### src/rtl/rob_commit_unit.sv
// rob_commit_unit
// Reorder buffer for the Tomasulo core. Hands out an alias (ROB id, 1..ROB_SIZE)
// to every dispatched instruction, collects results from the CDB, and retires
// entries strictly in program order, one per cycle, into the register file's
// commit port. A retiring mispredicted branch still commits its link register,
// then the unit spends one FLUSH cycle clearing itself and pulses rollback.
//
// Ports:
//   clk, rst            clock, synchronous active-high reset
//   rdy                 global ready; low freezes all state
//   issue_*             dispatcher allocation request (valid, rd, branch info, pc, store)
//   issue_id            alias the next accepted issue will receive (tail + 1)
//   rob_full            registered occupancy equals ROB_SIZE
//   query_id1/2         operand aliases; query_ready1/2, query_val1/2 answer them
//   cdb_*               execution result broadcast (id, value, branch outcome)
//   commit_*            register-file write port (valid, rd, value, alias)
//   store_commit        one-cycle pulse allowing the head store to write memory
//   rollback_signal/pc  one-cycle flush pulse and fetch redirect target
module rob_commit_unit #(
   parameter int ROB_SIZE = 16,
   parameter int ID_W     = 5,
   parameter int XLEN     = 32
) (
   input  logic            clk,
   input  logic            rst,
   input  logic            rdy,
   input  logic            issue_valid,
   input  logic [4:0]      issue_rd,
   input  logic            issue_is_branch,
   input  logic            issue_pred_taken,
   input  logic [XLEN-1:0] issue_pc,
   input  logic            issue_is_store,
   output logic [ID_W-1:0] issue_id,
   output logic            rob_full,
   input  logic [ID_W-1:0] query_id1,
   input  logic [ID_W-1:0] query_id2,
   output logic            query_ready1,
   output logic            query_ready2,
   output logic [XLEN-1:0] query_val1,
   output logic [XLEN-1:0] query_val2,
   input  logic            cdb_valid,
   input  logic [ID_W-1:0] cdb_id,
   input  logic [XLEN-1:0] cdb_value,
   input  logic            cdb_taken,
   input  logic [XLEN-1:0] cdb_target,
   output logic            commit_valid,
   output logic [4:0]      commit_rd,
   output logic [XLEN-1:0] commit_value,
   output logic [ID_W-1:0] commit_id,
   output logic            store_commit,
   output logic            rollback_signal,
   output logic [XLEN-1:0] rollback_pc
);

   localparam int IDX_W = (ROB_SIZE > 1) ? $clog2(ROB_SIZE) : 1;
   localparam int CNT_W = $clog2(ROB_SIZE + 1);
   localparam logic [IDX_W-1:0] LAST_IDX = IDX_W'(ROB_SIZE - 1);
   localparam logic [CNT_W-1:0] FULL_CNT = CNT_W'(ROB_SIZE);

   typedef enum logic {ST_RUN, ST_FLUSH} state_t;
   state_t state_q, state_d;

   logic [IDX_W-1:0] head_q, tail_q;
   logic [CNT_W-1:0] count_q;

   logic [ROB_SIZE-1:0] busy_q, ready_q, is_branch_q, pred_q, taken_q, is_store_q;
   logic [4:0]          rd_q     [ROB_SIZE];
   logic [XLEN-1:0]     value_q  [ROB_SIZE];
   logic [XLEN-1:0]     target_q [ROB_SIZE];
   logic [XLEN-1:0]     pc_q     [ROB_SIZE];

   // Aliases are 1-based; id 0 means "no producer", so it never maps to an entry.
   function automatic logic id_in_range(input logic [ID_W-1:0] id);
      return (id != '0) && (int'(id) <= ROB_SIZE);
   endfunction

   function automatic logic [IDX_W-1:0] id_to_idx(input logic [ID_W-1:0] id);
      return IDX_W'(id - ID_W'(1));
   endfunction

   logic [IDX_W-1:0] cdb_idx;
   logic             run_cycle, issue_accept, cdb_accept, head_retire, head_mispredict;

   assign rob_full        = (count_q == FULL_CNT);
   assign issue_id        = ID_W'(tail_q) + ID_W'(1);
   assign cdb_idx         = id_to_idx(cdb_id);
   assign run_cycle       = rdy && (state_q == ST_RUN);
   assign issue_accept    = run_cycle && issue_valid && !rob_full;
   assign cdb_accept      = run_cycle && cdb_valid && id_in_range(cdb_id) && busy_q[cdb_idx];
   assign head_retire     = run_cycle && busy_q[head_q] && ready_q[head_q];
   assign head_mispredict = is_branch_q[head_q] && (taken_q[head_q] != pred_q[head_q]);

   // Operand lookup: a same-cycle CDB broadcast wins over the stored value so a
   // consumer dispatched alongside the broadcast does not miss it.
   function automatic logic [XLEN:0] lookup(input logic [ID_W-1:0] id);
      logic [IDX_W-1:0] idx;
      idx = id_to_idx(id);
      if (id == '0)
         return {1'b1, {XLEN{1'b0}}};
      else if (cdb_valid && (cdb_id == id))
         return {1'b1, cdb_value};
      else if (id_in_range(id) && ready_q[idx])
         return {1'b1, value_q[idx]};
      else
         return {1'b0, {XLEN{1'b0}}};
   endfunction

   // Both register-file operand ports are answered combinationally.
   always_comb begin
      {query_ready1, query_val1} = lookup(query_id1);
      {query_ready2, query_val2} = lookup(query_id2);
   end

   // Next-state logic: a retiring mispredicted branch sends the unit into a
   // single FLUSH cycle; rdy low holds whatever state we are in.
   always_comb begin
      state_d = state_q;
      if (rdy) begin
         case (state_q)
            ST_RUN:   if (head_retire && head_mispredict) state_d = ST_FLUSH;
            ST_FLUSH: state_d = ST_RUN;
            default:  state_d = ST_RUN;
         endcase
      end
   end

   // State register.
   always_ff @(posedge clk) begin
      if (rst) state_q <= ST_RUN;
      else     state_q <= state_d;
   end

   // Buffer storage, pointers and registered commit/rollback outputs. The
   // mispredicted branch commits on the edge that enters FLUSH; the FLUSH edge
   // then clears everything and raises rollback, so the two never overlap.
   always_ff @(posedge clk) begin
      if (rst) begin
         head_q          <= '0;
         tail_q          <= '0;
         count_q         <= '0;
         busy_q          <= '0;
         ready_q         <= '0;
         commit_valid    <= 1'b0;
         commit_rd       <= '0;
         commit_value    <= '0;
         commit_id       <= '0;
         store_commit    <= 1'b0;
         rollback_signal <= 1'b0;
         rollback_pc     <= '0;
      end else if (!rdy) begin
         commit_valid    <= 1'b0;
         store_commit    <= 1'b0;
         rollback_signal <= 1'b0;
      end else if (state_q == ST_FLUSH) begin
         head_q          <= '0;
         tail_q          <= '0;
         count_q         <= '0;
         busy_q          <= '0;
         ready_q         <= '0;
         commit_valid    <= 1'b0;
         store_commit    <= 1'b0;
         rollback_signal <= 1'b1;
      end else begin
         commit_valid    <= 1'b0;
         store_commit    <= 1'b0;
         rollback_signal <= 1'b0;

         if (cdb_accept) begin
            value_q[cdb_idx]  <= cdb_value;
            taken_q[cdb_idx]  <= cdb_taken;
            target_q[cdb_idx] <= cdb_target;
            ready_q[cdb_idx]  <= 1'b1;
         end

         if (issue_accept) begin
            busy_q[tail_q]      <= 1'b1;
            ready_q[tail_q]     <= 1'b0;
            rd_q[tail_q]        <= issue_rd;
            is_branch_q[tail_q] <= issue_is_branch;
            pred_q[tail_q]      <= issue_pred_taken;
            pc_q[tail_q]        <= issue_pc;
            is_store_q[tail_q]  <= issue_is_store;
            tail_q <= (tail_q == LAST_IDX) ? '0 : tail_q + IDX_W'(1);
         end

         if (head_retire) begin
            commit_valid <= (rd_q[head_q] != 5'd0) && !is_store_q[head_q];
            store_commit <= is_store_q[head_q];
            commit_rd    <= rd_q[head_q];
            commit_value <= value_q[head_q];
            commit_id    <= ID_W'(head_q) + ID_W'(1);
            busy_q[head_q]  <= 1'b0;
            ready_q[head_q] <= 1'b0;
            if (head_mispredict)
               rollback_pc <= taken_q[head_q] ? target_q[head_q] : pc_q[head_q] + XLEN'(4);
            head_q <= (head_q == LAST_IDX) ? '0 : head_q + IDX_W'(1);
         end

         if (issue_accept && !head_retire)
            count_q <= count_q + CNT_W'(1);
         else if (!issue_accept && head_retire)
            count_q <= count_q - CNT_W'(1);
      end
   end

endmodule

### config.mk
export PLATFORM = sky130hd
export DESIGN_NAME = rob_commit_unit
export DESIGN_NICKNAME = d
export VERILOG_FILES = /design/src/rtl/rob_commit_unit.sv
export SDC_FILE = /design/constraint.sdc
export NUM_CORES = 2
export LEC_CHECK = 0
export ABC_AREA = 0
export ABC_CLOCK_PERIOD_IN_PS = 8550
export BUFFER_PORTS_ARGS = -buffer_cell sky130_fd_sc_hd__buf_2
export CORE_UTILIZATION = 50
export CTS_BUF_LIST = sky130_fd_sc_hd__clkbuf_8
export DETAILED_ROUTE_END_ITERATION = 8
export GPL_TIMING_DRIVEN = 0
export PLACE_DENSITY = 0.74
export SKIP_CTS_REPAIR_TIMING = 1
export SLEW_MARGIN = 30
export SYNTH_ARGS = -nofsm -noshare
export SYNTH_HDL_FRONTEND = slang
export SYNTH_SLANG_ARGS = --single-unit
### constraint.sdc
create_clock -name clk -period 8.55 [get_ports clk]
set_clock_uncertainty 0.15 [all_clocks]
set_input_delay 1.71 -clock clk [delete_from_list [all_inputs] [get_ports clk]]
set_output_delay 1.71 -clock clk [all_outputs]
set_load 0.02 [all_outputs]
Word level (Yosys, flattened, before mapping)

Memory sizes are Yosys's and may differ from the RTL's. A register that Yosys moved wholly into a read port is not among the register bits.
Cells that the tools add are included.

Bits of input ports: 125
RAM bits: 1,616
Bits in registers: 155
Memories kept: 4
Output and inout port bits: 149

Memory list:

| memory   | depth | width | read ports | clocked after Yosys merged registers in | wr ports | RTL line | RTL |
|---|---|---|---|---|---|---|---|
| pc_q     | 16    | 32    | 1          | 1                                       | 1        | 70       | `logic [XLEN-1:0] pc_q [ROB_SIZE];` |
| target_q | 16    | 32    | 1          | 1                                       | 1        | 69       | `logic [XLEN-1:0] target_q [ROB_SIZE];` |
| value_q  | 16    | 32    | 3          | 1                                       | 1        | 68       | `logic [XLEN-1:0] value_q [ROB_SIZE];` |
| rd_q     | 16    | 5     | 1          | 1                                       | 1        | 67       | `logic [4:0] rd_q [ROB_SIZE];` |

Reduce and logical (&&, ||, !) cells: 45
$lt $le $gt $ge: 11
Equal/unequal tests: 6
Bitwise logic cells: 11
Add/subtract/negate cells: 10
Mux-type cells: 79

Operator list:

| kind                                                        | number |
|---|---|
| 2-to-1 mux 16 bit                                           | 16 |
| 2-to-1 mux 33 bit                                           | 6 |
| bitwise mux 16 bit                                          | 4 |
| AND 16 bit                                                  | 3 |
| 2-to-1 mux 4 bit                                            | 12 |
| binary-select mux 1 bit (select 4 bit)                      | 9 |
| adder 32 x 3 -> 32 bit (second input constant)              | 1 |
| 2-to-1 mux 32 bit                                           | 1 |
| NOT 16 bit                                                  | 2 |
| bitwise OR 16 bit                                           | 2 |
| less-than comparator 4 x 5 -> 1 bit (second input constant) | 5 |
| 2-to-1 mux 1 bit                                            | 24 |
| logical AND 1 bit                                           | 23 |
| nonzero test 5 bit                                          | 4 |
| <= comparator 5 bit (second input constant)                 | 3 |
| 2-to-1 mux 5 bit                                            | 3 |
| demux 1 bit (select 4 bit)                                  | 3 |
| >= comparator 4 x 1 -> 1 bit (second input constant)        | 3 |
| AND reduction 4 bit                                         | 3 |
| subtractor 4 x 1 -> 4 bit (second input constant)           | 3 |
| adder 4 x 1 -> 5 bit (second input constant)                | 2 |
| == test 5 bit                                               | 2 |
| zero test 5 bit                                             | 2 |
| adder 4 x 1 -> 4 bit (second input constant)                | 2 |
| other kinds (14)                                            | 24 |

Logic depth before layout (Yosys ltp)

Depth in word-level cells: 18
Mapped depth: 16

Worst setup path after synthesis

No wires, ideal clock.

Path type: input to register
Start: in cdb_id[0]
End: mem target_q[11][0], enable pin
Cell stages on the path: 11
Data arrival time: 6.720 ns
Data required time: 7.913 ns
Path buffers: 2
Setup slack: 1.194 ns
Cells stage by stage: buf_2 inv_1 ha_1 mux4_2 nor2b_1 a211oi_1 a2111oi_1 and2_1 clkbuf_1 nand3_1 nor2_1

Cells in the longest elaborated chain, start to end: 9
Elaborated cells on any way between the ends: 13
Classes of those cells: 1 x add/sub; 1 x order compare; 7 x mux; 4 x reduce/logical

RTL lines:

| item                                                                        | RTL line | RTL |
|---|---|---|
| from (decl)                                                                 | 42       | `input logic [ID_W-1:0] cdb_id,` |
| subtractor 4 x 1 -> 4 bit, or another cell as far along                     | 78       | `return IDX_W'(id - ID_W'(1));` |
| binary-select mux 1 bit (select 4 bit) or logical AND 1 bit (tied branches) | 89, 74   |  |
| 2-to-1 mux 1 bit (not written as such) or logical AND 1 bit (tied branches) | 89       | `assign cdb_accept = run_cycle && cdb_valid && id_in_range(cdb_id) && busy_q[cdb_idx];` |
| logical AND 1 bit                                                           | 89       |  |
| 2-to-1 mux 1 bit                                                            | 168      | `if (cdb_accept) begin` |
| 2-to-1 mux 1 bit                                                            | 154      | `end else if (state_q == ST_FLUSH) begin` |
| 2-to-1 mux 1 bit                                                            | 150      | `end else if (!rdy) begin` |
| 2-to-1 mux 1 bit                                                            | 137      | `if (rst) begin` |
| 2-to-1 mux 1 bit (not written as such)                                      | 171      | `target_q[cdb_idx] <= cdb_target;` |
| to (decl)                                                                   | 69       |  |

Several ways; a longest one is shown, not always the timed one. The select of a mux whose other input is x is not followed.

Worst setup path after layout

Start: in query_id2[0]
End: out query_val2[25]

Cells in the longest elaborated chain, start to end: 7
Elaborated cells on any way between the ends: 14
Classes of those cells: 1 x add/sub; 1 x order compare; 1 x eq/ne; 5 x mux; 5 x reduce/logical; 1 x memory

RTL lines:

| item                                   | RTL line | RTL |
|---|---|---|
| from (decl)                            | 36       | `input logic [ID_W-1:0] query_id2,` |
| subtractor 4 x 1 -> 4 bit              | 78       |  |
| binary-select mux 1 bit (select 4 bit) | 102      | `else if (id_in_range(id) && ready_q[idx])` |
| 2-to-1 mux 1 bit (not written as such) | 102      |  |
| logical AND 1 bit                      | 102      |  |
| 2-to-1 mux 33 bit                      | 102      |  |
| 2-to-1 mux 33 bit                      | 100      | `else if (cdb_valid && (cdb_id == id))` |
| 2-to-1 mux 33 bit *                    | 98       | `if (id == '0)` |
| to (decl)                              | 40       | `output logic [XLEN-1:0] query_val2,` |

Every way passes the cells marked *; elsewhere a longest branch is shown, timed or not. The select of a mux whose other input is x is not followed.

==> results.json <==
{
  "final_core_util_pct": 58.5,
  "max_stage_delay_ns": 0.61,
  "holdPathEnd": "commit_value[28]$_SDFFE_PP0P_",
  "dp_slack_ns": -0.375,
  "clock-sinks": 1807,
  "routedWlPerCell_um": 34.2,
  "p_per_area_mw_per_mm2": 191,
  "start_util_pct": 50.4,
  "ir_drop_v": 0.000177,
  "cpMaxStageDelayCell": "o211a_1",
  "rsz0062_at_grt": "no",
  "maxCapViolCount": 0,
  "syn_to_final_growth_pct": 16.0,
  "cp_common_cell": "buf_2",
  "status": "finished with violations",
  "cts_tree": "built",
  "clock_latency_ns": 1.04,
  "cts-root-buf": "clkbuf_8",
  "hp-class": "reg2reg",
  "reg2reg_slack_ns": 3.70,
  "path_class": "in2out",
  "ys_seq_area_share_pct": 66.3,
  "first_iter_violations": 8122,
  "path_max_fanout": 10,
  "synthDistinctLibCells": 86,
  "die-area_mm2": 0.161,
  "numCtsBuffers": 310,
  "setup_violations": 1,
  "worstPathArrival_ns": 6.71,
  "holdPathStages": 2,
  "grt_pass1_wl_mm": 341,
  "worst_r2r_endpoint": "rollback_pc[11]$_SDFFE_PP0P_",
  "antenna_found_initial": 40,
  "wl_mm": 242,
  "fillers": 11400,
  "drcViolationCount": 0,
  "place.detailed.hpwl_mm": 166,
  "end_kind": "output port",
  "synth_seq_cells": 1807,
  "syn-num-nets": 4217,
  "synth_edf_count": 1680,
  "die_h_um": 402,
  "synth_area_mm2": 0.0799,
  "critPathRequiredTime_ns": 6.69,
  "drv_slew": 0,
  "grt_max_degree": 26,
  "fin_ws_ns": -0.0241,
  "ant_nets": 0,
  "seqCellArea_mm2": 0.0530,
  "relSlewSlack_pct": 26.3,
  "layout.nets": 4912,
  "firstDrtPassIters": 6,
  "max_freq_mhz": 117,
  "grt_usage_pct": 29.8,
  "htreeDepth": 5,
  "synth_area_leaders": "edfxtp_1 63%, mux4_2 21%, dfxtp_1 3.2%, mux2i_1 1.8%, mux4_1 1.3%",
  "layout_min_cycle_time_ns": 8.57,
  "period_share_pct": 100,
  "synthArstFlopShare_pct": 0,
  "yosysWarnings": 0,
  "grt_pass1_vias": 47500,
  "p_leak_nw": 29.8,
  "worstSetupStartpointType": "input pin",
  "dominantRegCellSynth": "edfxtp_1",
  "hold_violations": 0,
  "drive_gt1_share_pct": 36.2,
  "multi_input_area_mm2": 0.0256,
  "die-width_um": 402,
  "num_rows": 146,
  "hp-start": "commit_value[28]$_SDFFE_PP0P_",
  "vias": 48100,
  "io_buffers": 268,
  "yosysTopAreaCell": "edfxtp_1",
  "gp_congestion": 0.927,
  "core-area_mm2": 0.159,
  "crit_chain": "buf_2, buf_2, clkbuf_4, inv_1, ha_1, clkbuf_1, mux4_2, mux2i_1, nand2_1, o211a_1, clkbuf_2, o2111ai_1, a21oi_1, buf_2",
  "rr_worst_depth": 11,
  "syn-mean-instance-area_um2": 19.6,
  "synthCells": 4068,
  "worst_pin_slew_ns": 1.10,
  "violations": "negative setup slack",
  "clk_pin_slew_worst_paths_ns": 0.06,
  "synth_top_area_share_pct": 63.1,
  "overflow": 0,
  "via_per_inst": 6.80,
  "io_pins": 274,
  "cts_max_path_buffers": 4
}
[worst max-delay path by stage]
stage | cells past startpoint | end | slack (ns) | startpoint
after global placement | 12 | target_q[3][1]$_DFFE_PP_ | -3.73 | cdb_id[0]
after floorplan | 11 | target_q[11][0]$_DFFE_PP_ | 1.19 | cdb_id[0]
after CTS | 14 | query_val2[24] | -0.38 | query_id2[0]
after global routing | 13 | query_val2[5] | 0.03 | query_id2[0]
after detailed placement | 14 | query_val2[24] | -0.37 | query_id2[0]
final | 14 | query_val2[25] | -0.02 | query_id2[0]
[metal layers]
metal  share of wire (%)  GRT usage [%]  wire length [um]
met5               0.076              0               185
met4                 5.1           14.1             12300
met3                  13           8.70             32400
met2                  46           45.3            111000
met1                  35           39.8             85600
[final cells by class]
| type | count | share of cell area (%) |
|---|---|---|
| diodes | 17 | 0.0459 |
| multi-input cells | 1941 | 27.6 |
| plain buffers | 297 | 1.78 |
| well taps | 2072 | 2.80 |
| clock buffers | 325 | 4.83 |
| repair buffers | 383 | 4.66 |
| clock inverters | 207 | 1.05 |
| inverters | 23 | 0.0931 |
| flip-flops and latches | 1807 | 57.2 |
[synthesized netlist by cell type, types with 7 or more instances]
cell / number
mux4_2: 734
nand4_1: 11
clkbuf_1: 141
nor2b_1: 13
inv_1: 18
xnor2_1: 30
nand2b_1: 15
buf_12: 9
buf_4: 10
o21ai_0: 13
nor4_1: 9
a211oi_1: 10
edfxtp_1: 1680
mux2_2: 67
o211ai_1: 8
o21a_1: 11
o2111ai_1: 64
buf_1: 54
and2_1: 10
a31oi_1: 17
buf_6: 9
nor3_1: 30
mux4_1: 39
buf_2: 63
nand2_1: 220
mux2i_1: 141
xor2_1: 13
nor3b_1: 7
dfxtp_1: 127
ha_1: 23
and3_1: 15
or3_1: 9
a22oi_1: 13
nand3_1: 34
nor2_1: 160
a21oi_1: 134
[critical path, delay by kind of cell]
family | cells | cell delay [ns]
buf+inv | 7 | 2.70
mux | 2 | 0.52
fa+ha+maj | 1 | 0.29
simple gates | 1 | 0.15
compound gates | 3 | 1.31
[cells in the final DEF, fill, tap and decap left out, types with 34 or more instances in the layout]
| cell | n |
|---|---|
| o2111ai_1 | 64 |
| clkinv_1 | 70 |
| clkinv_2 | 34 |
| nor2_1 | 131 |
| buf_16 | 96 |
| mux4_1 | 39 |
| mux2i_1 | 141 |
| clkbuf_8 | 325 |
| nand3_1 | 34 |
| clkbuf_1 | 103 |
| nand2_1 | 220 |
| dfxtp_1 | 127 |
| inv_1 | 110 |
| buf_2 | 365 |
| clkbuf_2 | 38 |
| edfxtp_1 | 1680 |
| mux2_2 | 67 |
| a21oi_1 | 129 |
| mux4_2 | 734 |
[cells by family (layout without fill, tap and decap cells)]
group | count (synthesis) | count (layout) | synth area share (%)
AOI/OAI and AO/OA | 328 | 328 | 2.83
xor gates and xnor gates | 43 | 43 | 0.471
adders and majority gates | 24 | 24 | 0.385
buffers and inverters | 320 | 1235 | 2.04
DFF | 1807 | 1807 | 66.3
muxes | 981 | 981 | 24.7
other | 0 | 17 | 0
and+or+nand+nor | 565 | 565 | 3.28
[metrics by stage]
stage          setup TNS (ns)  area (um2)  hold slack, ns  power [mW]  cells
6_report              -0.0241       92700           0.342        17.7   7072
5_1_grt                     0       92700           0.359        18.2   7064
4_1_cts                 -4.35       92600           0.343        17.7   7055
3_5_place_dp            -3.66       87100           0.328        10.8   6523
3_3_place_gp         -2974.35       83900           0.317        10.7   6408
2_1_floorplan               0       79900           0.304        10.4   4068
[sequential cells by signal, summed over array words and instances (netlist names), 4 cells and up, named ones only]
| name | cells |
|---|---|
| pc_q | 512 |
| commit_id | 5 |
| taken_q | 16 |
| commit_value | 32 |
| tail_q | 4 |
| value_q | 512 |
| is_branch_q | 16 |
| busy_q | 16 |
| count_q | 5 |
| rollback_pc | 32 |
| commit_rd | 5 |
| rd_q | 80 |
| ready_q | 16 |
| pred_q | 16 |
| head_q | 4 |
| is_store_q | 16 |
| target_q | 512 |
[power breakdown]
part	internal, mW	switching [mW]	leakage, nW	total (mW)
registers	9.67	0.00709	16.1	9.68
clock network	3.63	3.46	3.15	7.09
logic	0.326	0.623	10.5	0.949
total	13.6	4.09	29.8	17.7
Note: power is estimated with default switching activity, not from simulation.
